`src/rtl/clock_monitor.sv`:
```
// clock_monitor
//   Consumer-side sanity check for a generated clock. The probe clock is
//   sampled as data in the local clk domain. Its rising edges are counted over
//   a fixed window of WINDOW clk cycles. The monitor reports frequency lock
//   with hysteresis, and it detects a stopped probe quickly.
//
// Optional feature (macro CLOCK_MONITOR_STICKY_ERR_EN):
//   Adds err_clear/err_sticky. err_sticky latches every loss of lock and
//   every onset of probe_dead. err_clear releases it, and a new set event
//   in the same cycle wins over the clear.
//
// Ports:
//   clk          local reference clock (posedge)
//   reset_n      asynchronous active-low reset
//   enable       monitor enable; low holds the monitor idle (SETTLE)
//   probe        asynchronous probe clock, sampled as data
//   freq_ok      probe frequency in range and locked
//   probe_dead   no probe rising edge for STALL_CYCLES cycles
//   meas_count   edge count of the last completed window
//   meas_valid   one-cycle pulse when meas_count updates (not for SETTLE)
//   o_dbg_state  current FSM state (SETTLE=0, CHECK=1, LOCKED=2)
//   err_clear    (optional) synchronous clear of err_sticky
//   err_sticky   (optional) sticky error flag
module clock_monitor #(
   parameter int WINDOW       = 1024,
   parameter int CNT_W        = 11,
   parameter int EXPECTED     = 512,
   parameter int TOL          = 4,
   parameter int GOOD_WINDOWS = 2,
   parameter int STALL_CYCLES = 16
) (
   input  logic             clk,
   input  logic             reset_n,
   input  logic             enable,
   input  logic             probe,
`ifdef CLOCK_MONITOR_STICKY_ERR_EN
   input  logic             err_clear,
   output logic             err_sticky,
`endif
   output logic             freq_ok,
   output logic             probe_dead,
   output logic [CNT_W-1:0] meas_count,
   output logic             meas_valid,
   output logic [1:0]       o_dbg_state
);

   localparam int WCNT_W = $clog2(WINDOW);
   localparam int SCNT_W = $clog2(STALL_CYCLES + 1);
   localparam int GCNT_W = $clog2(GOOD_WINDOWS + 1);
   // The lower bound is clamped at zero so that small EXPECTED values
   // cannot wrap.
   localparam logic [31:0] LO_BOUND = (EXPECTED >= TOL) ? 32'(EXPECTED - TOL) : 32'd0;
   localparam logic [31:0] HI_BOUND = 32'(EXPECTED + TOL);
   localparam logic [CNT_W-1:0] CNT_MAX = '1;

   typedef enum logic [1:0] {
      SETTLE = 2'd0,
      CHECK  = 2'd1,
      LOCKED = 2'd2
   } state_t;

   logic              r_s1, r_s2, r_s3;
   logic              w_rise;
   logic [WCNT_W-1:0] r_wcnt;
   logic              w_eow;
   logic [CNT_W-1:0]  r_edge_cnt;
   logic [CNT_W-1:0]  w_close_cnt;
   logic [31:0]       w_close_ext;
   logic              w_in_range;
   logic [SCNT_W-1:0] r_scnt;
   logic              w_stall_set;
   logic              r_probe_dead;
   logic [CNT_W-1:0]  r_meas_count;
   logic              r_meas_valid;
   state_t            r_state, w_state_nxt;
   logic [GCNT_W-1:0] r_good_cnt, w_good_nxt;

   // rise is the first cycle in which the synchronised probe is seen high.
   assign w_rise = r_s2 & ~r_s3;
   assign w_eow  = enable && (r_wcnt == WCNT_W'(WINDOW - 1));

   // The running count, including this cycle's rise, with saturation. At
   // end-of-window this value is the published measurement. In other
   // cycles it is the next edge count.
   assign w_close_cnt = (w_rise && (r_edge_cnt != CNT_MAX)) ? r_edge_cnt + 1'b1 : r_edge_cnt;
   assign w_close_ext = {{(32-CNT_W){1'b0}}, w_close_cnt};
   assign w_in_range  = (w_close_ext >= LO_BOUND) && (w_close_ext <= HI_BOUND);

   // This fires once, at the onset of a stall. A rise in the same cycle
   // cancels the stall.
   assign w_stall_set = enable && (r_scnt == SCNT_W'(STALL_CYCLES)) && !w_rise && !r_probe_dead;

   always_comb begin
      w_state_nxt = r_state;
      w_good_nxt  = r_good_cnt;
      case (r_state)
         SETTLE: begin
            if (w_eow) begin
               w_state_nxt = CHECK;
               w_good_nxt  = '0;
            end
         end
         CHECK: begin
            // A stall takes priority over a window result in the same cycle.
            if (w_stall_set) begin
               w_good_nxt = '0;
            end else if (w_eow) begin
               if (!w_in_range) begin
                  w_good_nxt = '0;
               end else if ((r_good_cnt + 1'b1) == GCNT_W'(GOOD_WINDOWS)) begin
                  w_state_nxt = LOCKED;
                  w_good_nxt  = '0;
               end else begin
                  w_good_nxt = r_good_cnt + 1'b1;
               end
            end
         end
         LOCKED: begin
            if (w_stall_set || (w_eow && !w_in_range)) begin
               w_state_nxt = CHECK;
               w_good_nxt  = '0;
            end
         end
         default: begin
            w_state_nxt = SETTLE;
            w_good_nxt  = '0;
         end
      endcase
      if (!enable) begin
         w_state_nxt = SETTLE;
         w_good_nxt  = '0;
      end
   end

   always_ff @(posedge clk or negedge reset_n) begin
      if (!reset_n) begin
         r_s1         <= 1'b0;
         r_s2         <= 1'b0;
         r_s3         <= 1'b0;
         r_wcnt       <= '0;
         r_edge_cnt   <= '0;
         r_scnt       <= '0;
         r_probe_dead <= 1'b0;
         r_meas_count <= '0;
         r_meas_valid <= 1'b0;
         r_state      <= SETTLE;
         r_good_cnt   <= '0;
      end else begin
         r_s1       <= probe;
         r_s2       <= r_s1;
         r_s3       <= r_s2;
         r_state    <= w_state_nxt;
         r_good_cnt <= w_good_nxt;
         if (!enable) begin
            r_wcnt       <= '0;
            r_edge_cnt   <= '0;
            r_scnt       <= '0;
            r_probe_dead <= 1'b0;
            r_meas_valid <= 1'b0;
         end else begin
            // WINDOW is a power of two, so the natural wrap closes the window.
            r_wcnt       <= r_wcnt + 1'b1;
            r_meas_valid <= w_eow && (r_state != SETTLE);
            if (w_eow) begin
               r_edge_cnt   <= '0;
               r_meas_count <= w_close_cnt;
            end else begin
               r_edge_cnt <= w_close_cnt;
            end
            if (w_rise) begin
               r_scnt <= '0;
            end else if (r_scnt != SCNT_W'(STALL_CYCLES)) begin
               r_scnt <= r_scnt + 1'b1;
            end
            if (w_rise) begin
               r_probe_dead <= 1'b0;
            end else if (w_stall_set) begin
               r_probe_dead <= 1'b1;
            end
         end
      end
   end

`ifdef CLOCK_MONITOR_STICKY_ERR_EN
   logic w_err_set;
   logic r_err_sticky;

   assign w_err_set = ((r_state == LOCKED) && (w_state_nxt == CHECK)) || w_stall_set;

   always_ff @(posedge clk or negedge reset_n) begin
      if (!reset_n) begin
         r_err_sticky <= 1'b0;
      end else if (w_err_set) begin
         r_err_sticky <= 1'b1;
      end else if (err_clear) begin
         r_err_sticky <= 1'b0;
      end
   end

   assign err_sticky = r_err_sticky;
`endif

   assign freq_ok     = (r_state == LOCKED);
   assign probe_dead  = r_probe_dead;
   assign meas_count  = r_meas_count;
   assign meas_valid  = r_meas_valid;
   assign o_dbg_state = r_state;

endmodule

```
`config.mk`:
```
export PLATFORM = sky130hd
export DESIGN_NAME = clock_monitor
export DESIGN_NICKNAME = d
export VERILOG_FILES = /design/src/rtl/clock_monitor.sv
export SDC_FILE = /design/constraint.sdc
export NUM_CORES = 1
export LEC_CHECK = 0
export ABC_CLOCK_PERIOD_IN_PS = 2700
export CORE_ASPECT_RATIO = 1.1
export CORE_MARGIN = 3
export CORE_UTILIZATION = 50
export DETAILED_ROUTE_END_ITERATION = 10
export GPL_TIMING_DRIVEN = 1
export PLACE_DENSITY_LB_ADDON = 0.08
export SLEW_MARGIN = 0
export SYNTH_ARGS = -nofsm -noshare
export SYNTH_HDL_FRONTEND = slang
export SYNTH_SLANG_ARGS = --single-unit
```
`constraint.sdc`:
```
create_clock -name clk -period 2.7 [get_ports clk]
set_input_delay 0.27 -clock clk [delete_from_list [all_inputs] [get_ports clk]]
set_output_delay 0.27 -clock clk [all_outputs]
set_load 0.01 [all_outputs]
```
==> results of run 1 <==
## cell type report
cell class,count,area (um2)
clock inverters,2,37.54
well taps,54,67.56
flip-flops and latches,46,1151
fillers,402,1733
clock buffers,6,72.57
inverters,6,22.52
repair buffers,22,207.7
multi-input cells,175,1087
## metal layers
layer	part of all wire (%)	vias to the layer above
met5	0	-
met4	1.4	0
met3	3.7	8
met2	46	28
met1	49	845
li1	-	871
## per-stage QoR
step           total power [mW]  cells  setup WS, ns  hold WS, ns
3_5_place_dp             0.7830    303        0.3700       0.3379
4_1_cts                   1.282    311        0.3344       0.1723
6_report                  1.271    311        0.3559       0.1232
2_1_floorplan            0.7530    238        0.6212     -0.02559
3_3_place_gp             0.7815    303        0.3786       0.3331
5_1_grt                   1.322    311        0.1856       0.2029
## cell families (layout without fill, tap and decap cells)
kind of cell               count (synthesis)  count (layout)
buffers and inverters                     17              36
and+or+nand+nor                          107             107
DFF                                       46              46
adders and majority gates                  5               5
xor gates and xnor gates                  15              15
muxes                                      4               4
AOI/OAI and AO/OA                         44              44
## sequential cells by signal, indices dropped and copies added, names as in the netlist
name,cells
meas_count,11
r_s1,1
r_wcnt,10
meas_valid,1
r_s2,1
probe_dead,1
r_scnt,5
o_dbg_state,2
r_edge_cnt,11
r_good_cnt,2
r_s3,1
## placed cells by master (no fill, tap or decap), drive strengths merged, types with 5 or more instances in the layout
cell / Yosys / routed
and2: 7 / 7
inv: 6 / 6
a21oi: 5 / 5
clkbuf: 7 / 6
nand2: 19 / 19
xnor2: 11 / 11
dfrtp: 46 / 46
o21ai: 21 / 21
and3: 5 / 5
nor3: 9 / 9
nor2: 28 / 28
clkdlybuf4s50: 0 / 18
nand4: 6 / 6
nand3: 12 / 12
nor2b: 7 / 7
## how the worst max path moves through the flow
stage	slack [ns]	end	startpoint	cells after the start
5_1_grt	0.19	r_good_cnt[1]	r_edge_cnt[0]	8
2_1_floorplan	0.62	o_dbg_state[1]	r_edge_cnt[0]	8
4_1_cts	0.33	o_dbg_state[1]	r_edge_cnt[0]	8
3_5_place_dp	0.37	o_dbg_state[1]	r_edge_cnt[0]	8
3_3_place_gp	0.38	r_good_cnt[1]	r_edge_cnt[0]	8
6_report	0.36	o_dbg_state[1]	r_edge_cnt[0]	8
## where the power goes
group	internal (mW)	leakage, nW	total (mW)	switching [mW]
clock network	0.276	0.0514	0.504	0.228
registers	0.699	0.631	0.710	0.0112
logic	0.0196	0.471	0.0577	0.0381
==> impl_summary.txt, run 1 <==
----------------------------------------------------
[Synth]
  Syn Std Cell Area ... 0.002307 mm2
  Largest area contributor in the netlist ... sky130_fd_sc_hd__dfrtp_1
  Multiplexer share of the synthesized area ... 1.844%
  Number of synthesized register bits ... 46
  Synthesized-area fraction occupied by adder cells ... 2.603%
  Synth Area in XOR/XNOR ... 5.694%
  Area fraction in and, or, nand and nor cells after synthesis ... between 20% and 30%
  Synthesized-area fraction occupied by ao, oa, aoi and oai cells ... 12.74%
  Synth area leaders ... sky130_fd_sc_hd__dfrtp_1 50%, sky130_fd_sc_hd__nor2_1 4.6%, sky130_fd_sc_hd__o21ai_0 4.6%
  Dominant combinational cell family by area after synthesis ... simple AND/OR/NAND/NOR gates
  Post-Syn Nets ... 246
  Most common library cells after synthesis ... 46 x sky130_fd_sc_hd__dfrtp_1, 28 x sky130_fd_sc_hd__nor2_1, 21 x sky130_fd_sc_hd__o21ai_0
  Warnings, synthesis ... 0
  EDFF count, synth ... 0
  Fraction of synthesis flops using an asynchronous set or reset pin ... 100.0%
  Average instance area after synthesis ... between 9 and 10 um2
  Share of the synthesized area in the top cell type ... around 50%
  Flip-flop cell with the highest count after synthesis ... sky130_fd_sc_hd__dfrtp_1
  Sequential fraction of the synthesis area ... 49.89%
  Most instantiated library cell after synthesis ... sky130_fd_sc_hd__dfrtp_1
  Post-synthesis cell type count ... 41
  Cell count after synthesis ... about 240

[Critical path]
  Critical register-to-register path endpoint ... o_dbg_state[1]
  WP data required ... ~2.9 ns
  Critical-path top delay cell ... sky130_fd_sc_hd__dfrtp_1
  Critical path launch point type ... flop
  Register-to-register setup slack ... 0.36 ns
  Largest fanout on the critical path ... 7
  Family with the most delay on the worst path ... compound AO/OA/AOI/OAI gates
  Register-to-Register Path Depth ... 8
  Classification of the worst setup path ... reg2reg
  Worst EP arrival ... 2.53 ns
  Sum of buffers and inverters on the critical path ... 0
  Launching point of the worst reg2reg path ... r_edge_cnt[0]
  Type of destination of the critical path ... flop
  CP max stage delay ... approximately 0.45 ns
  Cells traversed along the worst timing path ... ha_1 > nand3_1 > nor3_2 > o31ai_1 > nor2_1 > nor4b_1 > a31o_2 > o2111a_1

[Finish]
  Share of the core filled with cells in the final layout ... 60.43%
  Area grow syn2layout ... 14.70%
  Number of diodes added for antenna fixing ... 0
  # nets final ... 264
  Final standard cell area without fillers ... between 0.002 and 0.003 mm2
  Layout cell share with drive strength beyond 1 ... 7.393%

[Global routing]
  Maximum number of pins on one net before global-route repair ... 47
  Total Routing Usage GR ... 18.35%
  Most Crowded Layer GR ... met2
  Met3 track utilization from global routing ... 4.718%
  Global-route wire length before repair ... around 8 mm
  Met2 global-route usage ... 28.57%
  Antenna violations before repair ... 0
  Via count of the first global-routing pass ... 1697
  Total congestion overflow after global routing ... 0
  Met1 usage in global routing ... between 20% and 30%

[Job]
  Number of max-cap violations ... 0

[Floorplan]
  Effective utilization at floorplan ... 52.69%
  Core box area ... 0.004379 mm2
  Y dimension of the die ... 77.25 um
  Die width ... 70.77 um
  # IOs ... 20
  Number of placement rows ... 25
  Total Die Area ... 0.005467 mm2

[Routing]
  DRC errors left ... 0
  Routed WL per cell ... 14.58 um
  Wire length reported by the detailed router ... ~4.5 mm
  TritonRoute pass-1 iters ... 4
  Starting DRC count in detailed routing ... between 90 and 100
  Vias ... 1752
  Final antenna-violating net count ... 0
  Avg Vias per Cell ... 5.633

[Power and ir drop]
  Leakage Power ... roughly 1.2 nW
  Total power density per cell area ... 480.5 mW/mm2
  Max IR drop VDD ... 0.3624 mV

[Placement]
  Port buffer count ... 19
  Post-placement cell area ... 0.002536 mm2
  Placed wire-length estimate ... between 3 and 4 mm
  RD Place Congestion ... 0.8561

[Timing]
  Actual slew at the worst max-slew pin ... roughly 0.98 ns
  Max Freq ... 426.6 MHz
  Final setup skew ... 0.009969 ns
  Final period util ... slightly below 90%
  Minimum clock period after layout ... approximately 2.3 ns
  Number of slew-limit violations in the final report ... 0
  Headroom to the max-slew limit ... 34.52%
  Finish-stage setup viols ... 0
  Total negative slack for setup checks ... 0 ns
  RSZ-0062 raised after global routing ... no
  Count of endpoints failing hold in the final timing report ... 0

[CTS]
  Clock tree from TritonCTS ... yes
  CTS resizes ... 0
  Clock root buffer master ... sky130_fd_sc_hd__clkbuf_8
  Longest Clk Path Bufs ... 2
  Number of buffers created by CTS ... 5
  Insertion delay of the later-clocked pin in the worst-skew pair ... 0.30 ns
  # H-tree levels ... 2
  Clock Sinks ... 46
  Clock slew at reported path FFs ... 0.09 ns
  Post CTS Setup Buffer Count ... 0
  Number of buffers inserted for hold repair after clock tree synthesis ... 0

[Worst hold path]
  Min-delay worst type ... in2async

[Run status]
  Outcome ... finished clean

----------------------------------------------------
(Power assumes the default switching activity.)
==> inputs of run 2 (changes only) <==
--- a/config.mk
+++ b/config.mk
@@ -12,6 +12,8 @@
 export DETAILED_ROUTE_END_ITERATION = 10
 export GPL_TIMING_DRIVEN = 1
 export PLACE_DENSITY_LB_ADDON = 0.08
+export REMOVE_ABC_BUFFERS = 1
+export SKIP_CTS_REPAIR_TIMING = 1
 export SLEW_MARGIN = 0
 export SYNTH_ARGS = -nofsm -noshare
 export SYNTH_HDL_FRONTEND = slang
==> run 2 against run 1 <==
Critical path depth stayed put. Count of clock-buffer cells in the layout down 1. Sequential power hardly changed. Non-clock buffer count is the same. First-iteration DRC count is 33% lower. Clock power up 2%. Clock skew shrank 0.0035 ns. Maximum frequency down 1.2%. Power is 0.60% higher. Final cell count did not move. Largest power group unchanged. Highest routed layer unchanged.
==> impl_summary.txt, run 2 (synthesized netlist as in run 1, its figures left out) <==
----------------------------------------------------
[Routing]
  DRC errors left ... 0 (unchanged)
  TritonRoute pass-1 iters ... 4 (unchanged)
  Wire length reported by the detailed router ... 4.438 mm (-2.1%)
  Avg Vias per Cell ... 5.601 (-0.57%)
  Final antenna-violating net count ... 0 (unchanged)
  Routed WL per cell ... 14.27 um (-2.1%)
  Vias ... 1742 (-0.57%)
  Starting DRC count in detailed routing ... 66 (-33%)

[Power and ir drop]
  Leakage Power ... 1.152 nW (about the same)
  Combinational Power Share ... 4.4% (about the same)
  Total power density per cell area ... 482.7 mW/mm2 (+0.45%)
  Int Pwr ... 0.9934 mW (about the same)
  Net switching power of the design ... 0.2857 mW (+3.1%)
  Clock group share of total power ... 40.1% (+0.5 points)
  Sw Share ... 22.34% (+0.54 points)
  Reg power frac ... 55.5% (-0.3 points)
  Max IR drop VDD ... 0.3756 mV (+3.6%)

[CTS]
  # H-tree levels ... 2 (unchanged)
  Longest Clk Path Bufs ... 2 (unchanged)
  Insertion delay of the later-clocked pin in the worst-skew pair ... 0.30 ns (about the same)
  Clock root buffer master ... sky130_fd_sc_hd__clkbuf_8
  Clock Sinks ... 46 (unchanged)
  Clock tree from TritonCTS ... yes
  Clock slew at reported path FFs ... 0.09 ns (about the same)
  Number of buffers created by CTS ... 5 (unchanged)

[Timing]
  RSZ-0062 raised after global routing ... no
  Max Freq ... 421.6 MHz (-1.2%)
  Count of endpoints failing hold in the final timing report ... 0 (unchanged)
  Total negative slack for setup checks ... 0 ns (unchanged)
  Number of slew-limit violations in the final report ... 0 (unchanged)
  Final period util ... 87.85% (+1.0 points)
  Headroom to the max-slew limit ... 33.99% (-0.53 points)
  Minimum clock period after layout ... 2.372 ns (+0.02785 ns)
  Final setup skew ... 0.006479 ns (-0.003490 ns)
  Finish-stage setup viols ... 0 (unchanged)
  Actual slew at the worst max-slew pin ... 0.9901 ns (+0.007987 ns)

[Floorplan]
  Effective utilization at floorplan ... 52.69% (unchanged)
  Y dimension of the die ... 77.25 um (unchanged)
  # IOs ... 20 (unchanged)
  Total Die Area ... 0.005467 mm2 (unchanged)
  Core box area ... 0.004379 mm2 (unchanged)
  Number of placement rows ... 25 (unchanged)
  Die width ... 70.77 um (unchanged)

[Critical path]
  Critical register-to-register path endpoint ... o_dbg_state[1]
  Register-to-Register Path Depth ... 8 (unchanged)
  Cells traversed along the worst timing path ... ha_1 > nand3_1 > nor3_2 > o31ai_1 > nor2_1 > nor4b_1 > a31o_2 > o2111a_1
  CP max stage delay ... 0.49 ns (+0.04 ns)
  Critical-path top delay cell ... sky130_fd_sc_hd__o31ai_1
  Classification of the worst setup path ... reg2reg
  Largest fanout on the critical path ... 7 (unchanged)
  Critical path launch point type ... flop
  Register-to-register setup slack ... 0.33 ns (-0.03 ns)
  WP data required ... 2.89 ns (about the same)
  Launching point of the worst reg2reg path ... r_edge_cnt[0]
  Type of destination of the critical path ... flop
  Worst EP arrival ... 2.56 ns (+0.03 ns)

[Finish]
  # nets final ... 264 (unchanged)
  Number of standard cells in the layout, taps in and fillers out ... 311 (unchanged)
  Area occupied by multi-input gates ... 0.001087 mm2 (unchanged)
  Highest-count cells in the layout ignoring fill and taps ... 46 x sky130_fd_sc_hd__dfrtp_1, 28 x sky130_fd_sc_hd__nor2_1, 21 x sky130_fd_sc_hd__o21ai_0, 19 x sky130_fd_sc_hd__nand2_1, 18 x sky130_fd_sc_hd__clkdlybuf4s50_1
  Area grow syn2layout ... 14.86%
  Layout cell share with drive strength beyond 1 ... 7.782% (+0.39 points)
  Most frequent standard cell in the layout excluding fill and tap cells ... sky130_fd_sc_hd__dfrtp_1
  Final standard cell area without fillers ... 0.002650 mm2 (+0.14%)
  Filler cell count in the final layout ... 380 (-5.5%)
  Number of diodes added for antenna fixing ... 0 (unchanged)
  Area of all sequential standard cells ... 0.001151 mm2 (unchanged)

[Job]
  Number of max-cap violations ... 0 (unchanged)

[Placement]
  Post-placement cell area ... 0.002536 mm2 (unchanged)
  Placed Cells ... 303 (unchanged)
  Port buffer count ... 19 (unchanged)
  Placed wire-length estimate ... 2.974 mm (-10%)
  RD Place Congestion ... 0.8114 (-5.2%)

[Global routing]
  Antenna violations before repair ... 0 (unchanged)
  Maximum number of pins on one net before global-route repair ... 47 (unchanged)
  Total Routing Usage GR ... 17.41% (-0.94 points)
  Global-route wire length before repair ... 7.707 mm (-4.6%)
  Total congestion overflow after global routing ... 0 (unchanged)
  Met3 track utilization from global routing ... 3.670% (-1.0 points)
  Met2 global-route usage ... 29.41% (+0.83 points)
  Met1 usage in global routing ... 22.24% (-3.0 points)
  Most Crowded Layer GR ... met2
  Via count of the first global-routing pass ... 1687 (-0.59%)

[Run status]
  Outcome ... finished clean

[Worst hold path]
  Min-delay worst type ... in2async

----------------------------------------------------
[run 2: cell count changes in the layout (fill, tap and decap cells not counted)]
cell                         before  now
sky130_fd_sc_hd__clkbuf_1         1    0
sky130_fd_sc_hd__clkinvlp_4       1    2
[run 2: area by class of cell]
type,count,area share (%)
tap,54,2.550
clock inverter,3,1.700
sequential,46,43.44
timing repair buffer,22,7.838
multi-input combinational,175,41.03
clock buffer,5,2.597
inverter,6,0.8499
[run 2: power groups by stage]
stage,logic [mW],clock network [mW],registers [mW]
finish,0.0563,0.513,0.710
global route,0.0655,0.549,0.712
CTS,0.0587,0.526,0.709
detailed placement,0.0582,0,0.723
global placement,0.0579,0,0.723
floorplan,0.0281,0,0.721
[run 2: how the worst max path moves through the flow]
stage / startpoint / end / depth (start not counted)
final: r_edge_cnt[0] / o_dbg_state[1] / 8
after global routing: r_edge_cnt[0] / o_dbg_state[1] / 8
after CTS: r_edge_cnt[0] / o_dbg_state[1] / 8
after detailed placement: r_edge_cnt[0] / o_dbg_state[1] / 8
after global placement: r_edge_cnt[0] / r_good_cnt[1] / 8
after floorplan: r_edge_cnt[0] / o_dbg_state[1] / 8
[run 2: metrics by stage]
step | worst slack [ns] | hold slack, ns | power (mW) | utilization [%]
after floorplan | 0.6211 | -0.02559 | 0.7492 | -
after global placement | 0.3852 | 0.3339 | 0.7805 | 57.91
after detailed placement | 0.3536 | 0.3503 | 0.7814 | 57.91
after CTS | 0.3333 | 0.1692 | 1.294 | 60.51
after global routing | 0.1586 | 0.1994 | 1.327 | 60.51
final | 0.3281 | 0.1278 | 1.279 | 60.51
[run 2: worst max-delay path, delay by kind of cell, from the launching register on]
kind	cells	cell delay, ns
adders and majority gates	1	0.26
AOI/OAI and AO/OA	3	0.97
and+or+nand+nor	4	0.57
DFF	1	0.46
[run 2: layer usage]
metal | wire length (um) | share of wire [%] | vias to the layer above
met5 | 0 | 0 | -
met4 | 73 | 1.6 | 0
met3 | 118 | 2.7 | 7
met2 | 2160 | 49 | 23
met1 | 2086 | 47 | 836
li1 | - | - | 876
==> inputs of run 3 (changes only) <==
--- a/config.mk
+++ b/config.mk
@@ -8,10 +8,9 @@
 export ABC_CLOCK_PERIOD_IN_PS = 2700
 export CORE_ASPECT_RATIO = 1.1
 export CORE_MARGIN = 3
-export CORE_UTILIZATION = 50
+export CORE_UTILIZATION = 45
 export DETAILED_ROUTE_END_ITERATION = 10
 export GPL_TIMING_DRIVEN = 1
-export PLACE_DENSITY_LB_ADDON = 0.08
 export REMOVE_ABC_BUFFERS = 1
 export SKIP_CTS_REPAIR_TIMING = 1
 export SLEW_MARGIN = 0
==> run 3 against run 2 <==
Flip-flop and latch count unchanged. Global-route usage down 0.91 points. Clock power up 22%. Highest routed layer unchanged. Final cell count up 0.64%. Cell area up 1.2%.
==> impl_summary.txt, run 3 (synthesized netlist as in run 1, its figures left out) <==
----------------------------------------------------
[Run status]
  Outcome ... finished clean

[Routing]
  Avg Vias per Cell ... 5.473 (-2.3%)
  Vias ... 1713 (-1.7%)
  TritonRoute pass-1 iters ... 4 (unchanged)
  DRC errors left ... 0 (unchanged)
  Wire length reported by the detailed router ... 4.478 mm (+0.90%)
  Starting DRC count in detailed routing ... 87 (+32%)
  Routed WL per cell ... 14.31 um (+0.26%)
  Final antenna-violating net count ... 0 (unchanged)

[Global routing]
  Most Crowded Layer GR ... met2
  Maximum number of pins on one net before global-route repair ... 47 (unchanged)
  Antenna violations before repair ... 0 (unchanged)
  Total Routing Usage GR ... 16.50% (-0.91 points)
  Global-route wire length before repair ... 7.803 mm (+1.2%)
  Met2 global-route usage ... 26.33% (-3.1 points)
  Total congestion overflow after global routing ... 0 (unchanged)
  Via count of the first global-routing pass ... 1664 (-1.4%)
  Met3 track utilization from global routing ... 3.589% (-0.081 points)
  Met1 usage in global routing ... 22.56% (+0.32 points)

[Finish]
  Most frequent standard cell in the layout excluding fill and tap cells ... sky130_fd_sc_hd__dfrtp_1
  Highest-count cells in the layout ignoring fill and taps ... 46 x sky130_fd_sc_hd__dfrtp_1, 28 x sky130_fd_sc_hd__nor2_1, 21 x sky130_fd_sc_hd__o21ai_0, 19 x sky130_fd_sc_hd__nand2_1, 18 x sky130_fd_sc_hd__clkdlybuf4s50_1
  # nets final ... 264 (unchanged)
  Final standard cell area without fillers ... 0.002681 mm2 (+1.2%)
  Layout cell share with drive strength beyond 1 ... 7.782% (unchanged)
  Area grow syn2layout ... 16.21%
  Number of diodes added for antenna fixing ... 0 (unchanged)

[CTS]
  Longest Clk Path Bufs ... 2 (unchanged)
  Insertion delay of the later-clocked pin in the worst-skew pair ... 0.29 ns (about the same)
  Clock Sinks ... 46 (unchanged)
  # H-tree levels ... 2 (unchanged)
  Clock root buffer master ... sky130_fd_sc_hd__clkbuf_8
  Clock tree from TritonCTS ... yes
  Clock slew at reported path FFs ... 0.09 ns (about the same)
  Number of buffers created by CTS ... 5 (unchanged)

[Critical path]
  Critical path launch point type ... flop
  Type of destination of the critical path ... flop
  Worst EP arrival ... 2.58 ns (+0.02 ns)
  WP data required ... 2.89 ns (about the same)
  Classification of the worst setup path ... reg2reg
  Launching point of the worst reg2reg path ... r_edge_cnt[0]
  Largest fanout on the critical path ... 7 (unchanged)
  Worst setup path startpoint ... r_edge_cnt[0]

[Timing]
  RSZ-0062 raised after global routing ... no
  Actual slew at the worst max-slew pin ... 0.9892 ns (-0.0009012 ns)
  Max Freq ... 418.1 MHz (-0.83%)
  Count of endpoints failing hold in the final timing report ... 0 (unchanged)
  Final setup skew ... 0.01180 ns (+0.005321 ns)
  Final WS setup ... 0.3083 ns (-0.01984 ns)
  Total negative slack for setup checks ... 0 ns (unchanged)
  Worst Hold Slack ... 0.1324 ns (+0.004527 ns)
  Headroom to the max-slew limit ... 34.05% (+0.060 points)
  Final period util ... 88.58% (+0.73 points)
  Minimum clock period after layout ... 2.392 ns (+0.01984 ns)
  Finish-stage setup viols ... 0 (unchanged)
  Number of slew-limit violations in the final report ... 0 (unchanged)

[Worst hold path]
  Min-delay worst type ... in2async

[Power and ir drop]
  Leakage Power ... 1.173 nW (+1.8%)
  Total power density per cell area ... 518.4 mW/mm2 (+7.4%)
  Combinational Power Share ... 4.1% (-0.3 points)
  Sw Share ... 19.93% (-2.4 points)
  Max IR drop VDD ... 0.3160 mV (-16%)
  PnR Total Power ... 1.390 mW (+8.7%)
  Clock group share of total power ... 44.9% (+4.8 points)
  Net switching power of the design ... 0.2770 mW (-3.0%)
  Reg power frac ... 51.0% (-4.5 points)
  Int Pwr ... 1.113 mW (+12%)

[Placement]
  Placed wire-length estimate ... 3.066 mm (+3.1%)
  Port buffer count ... 19 (unchanged)
  Post-placement cell area ... 0.002539 mm2 (about the same)
  RD Place Congestion ... 0.8348 (+2.9%)
  Worst-case setup slack after placement ... 0.3618 ns (+0.008192 ns)

[Floorplan]
  Core box area ... 0.004782 mm2 (+9.2%)
  Total Die Area ... 0.006023 mm2 (+10%)
  Y dimension of the die ... 81.10 um (+5.0%)
  Effective utilization at floorplan ... 48.25% (-4.4 points)
  Die width ... 74.27 um (+4.9%)
  # IOs ... 20 (unchanged)
  Number of placement rows ... 26 (+4.0%)

[Job]
  Number of max-cap violations ... 0 (unchanged)

----------------------------------------------------
## run 3: cell type report
type / instances / area, um2
repair buffers: 22 / 207.7
clock buffers: 6 / 82.58
well taps: 56 / 70.07
flip-flops and latches: 46 / 1151
clock inverters: 2 / 60.06
inverters: 6 / 22.52
fillers: 423 / 2101
multi-input cells: 175 / 1087
## run 3: path summary, 6_finish.rpt
kind                                  to  slack [ns]  cells past startpoint
min in group clk                    r_s2        0.36                      0
min                        meas_count[9]        0.13                      1
max in group asynchronous      r_wcnt[7]        1.94                      1
max reg2reg                r_good_cnt[1]        0.31                      8
min reg2reg                         r_s2        0.36                      0
max                        r_good_cnt[1]        0.31                      8
## run 3: per-stage QoR
step / util, % / instances
after floorplan: - / 227
after global placement: 53.09 / 305
after detailed placement: 53.09 / 305
after CTS: 56.07 / 313
after global routing: 56.07 / 313
final: 56.07 / 313
## run 3: power groups by stage
stage	sequential (mW)	combinational, mW	clock, mW
2_1_floorplan	0.721	0.0281	0
3_3_place_gp	0.723	0.0587	0
3_5_place_dp	0.723	0.0585	0
4_1_cts	0.710	0.0592	0.643
5_1_grt	0.712	0.0681	0.665
6_report	0.709	0.0568	0.624
## run 3: per-layer routing
| metal | part of all wire, % | wire length, um |
|---|---|---|
| met5 | 0 | 0 |
| met4 | 0.92 | 41 |
| met3 | 3.3 | 149 |
| met2 | 46 | 2063 |
| met1 | 50 | 2224 |
## run 3: worst max-delay path, stage by stage, from the launching register on
cell	delay, ns
sky130_fd_sc_hd__dfrtp_1	0.46
sky130_fd_sc_hd__ha_1	0.26
sky130_fd_sc_hd__nand3_1	0.19
sky130_fd_sc_hd__nor3_2	0.11
sky130_fd_sc_hd__o31ai_1	0.50
sky130_fd_sc_hd__nor2_1	0.11
sky130_fd_sc_hd__nor4b_1	0.16
sky130_fd_sc_hd__a31o_2	0.26
sky130_fd_sc_hd__o2111a_1	0.24
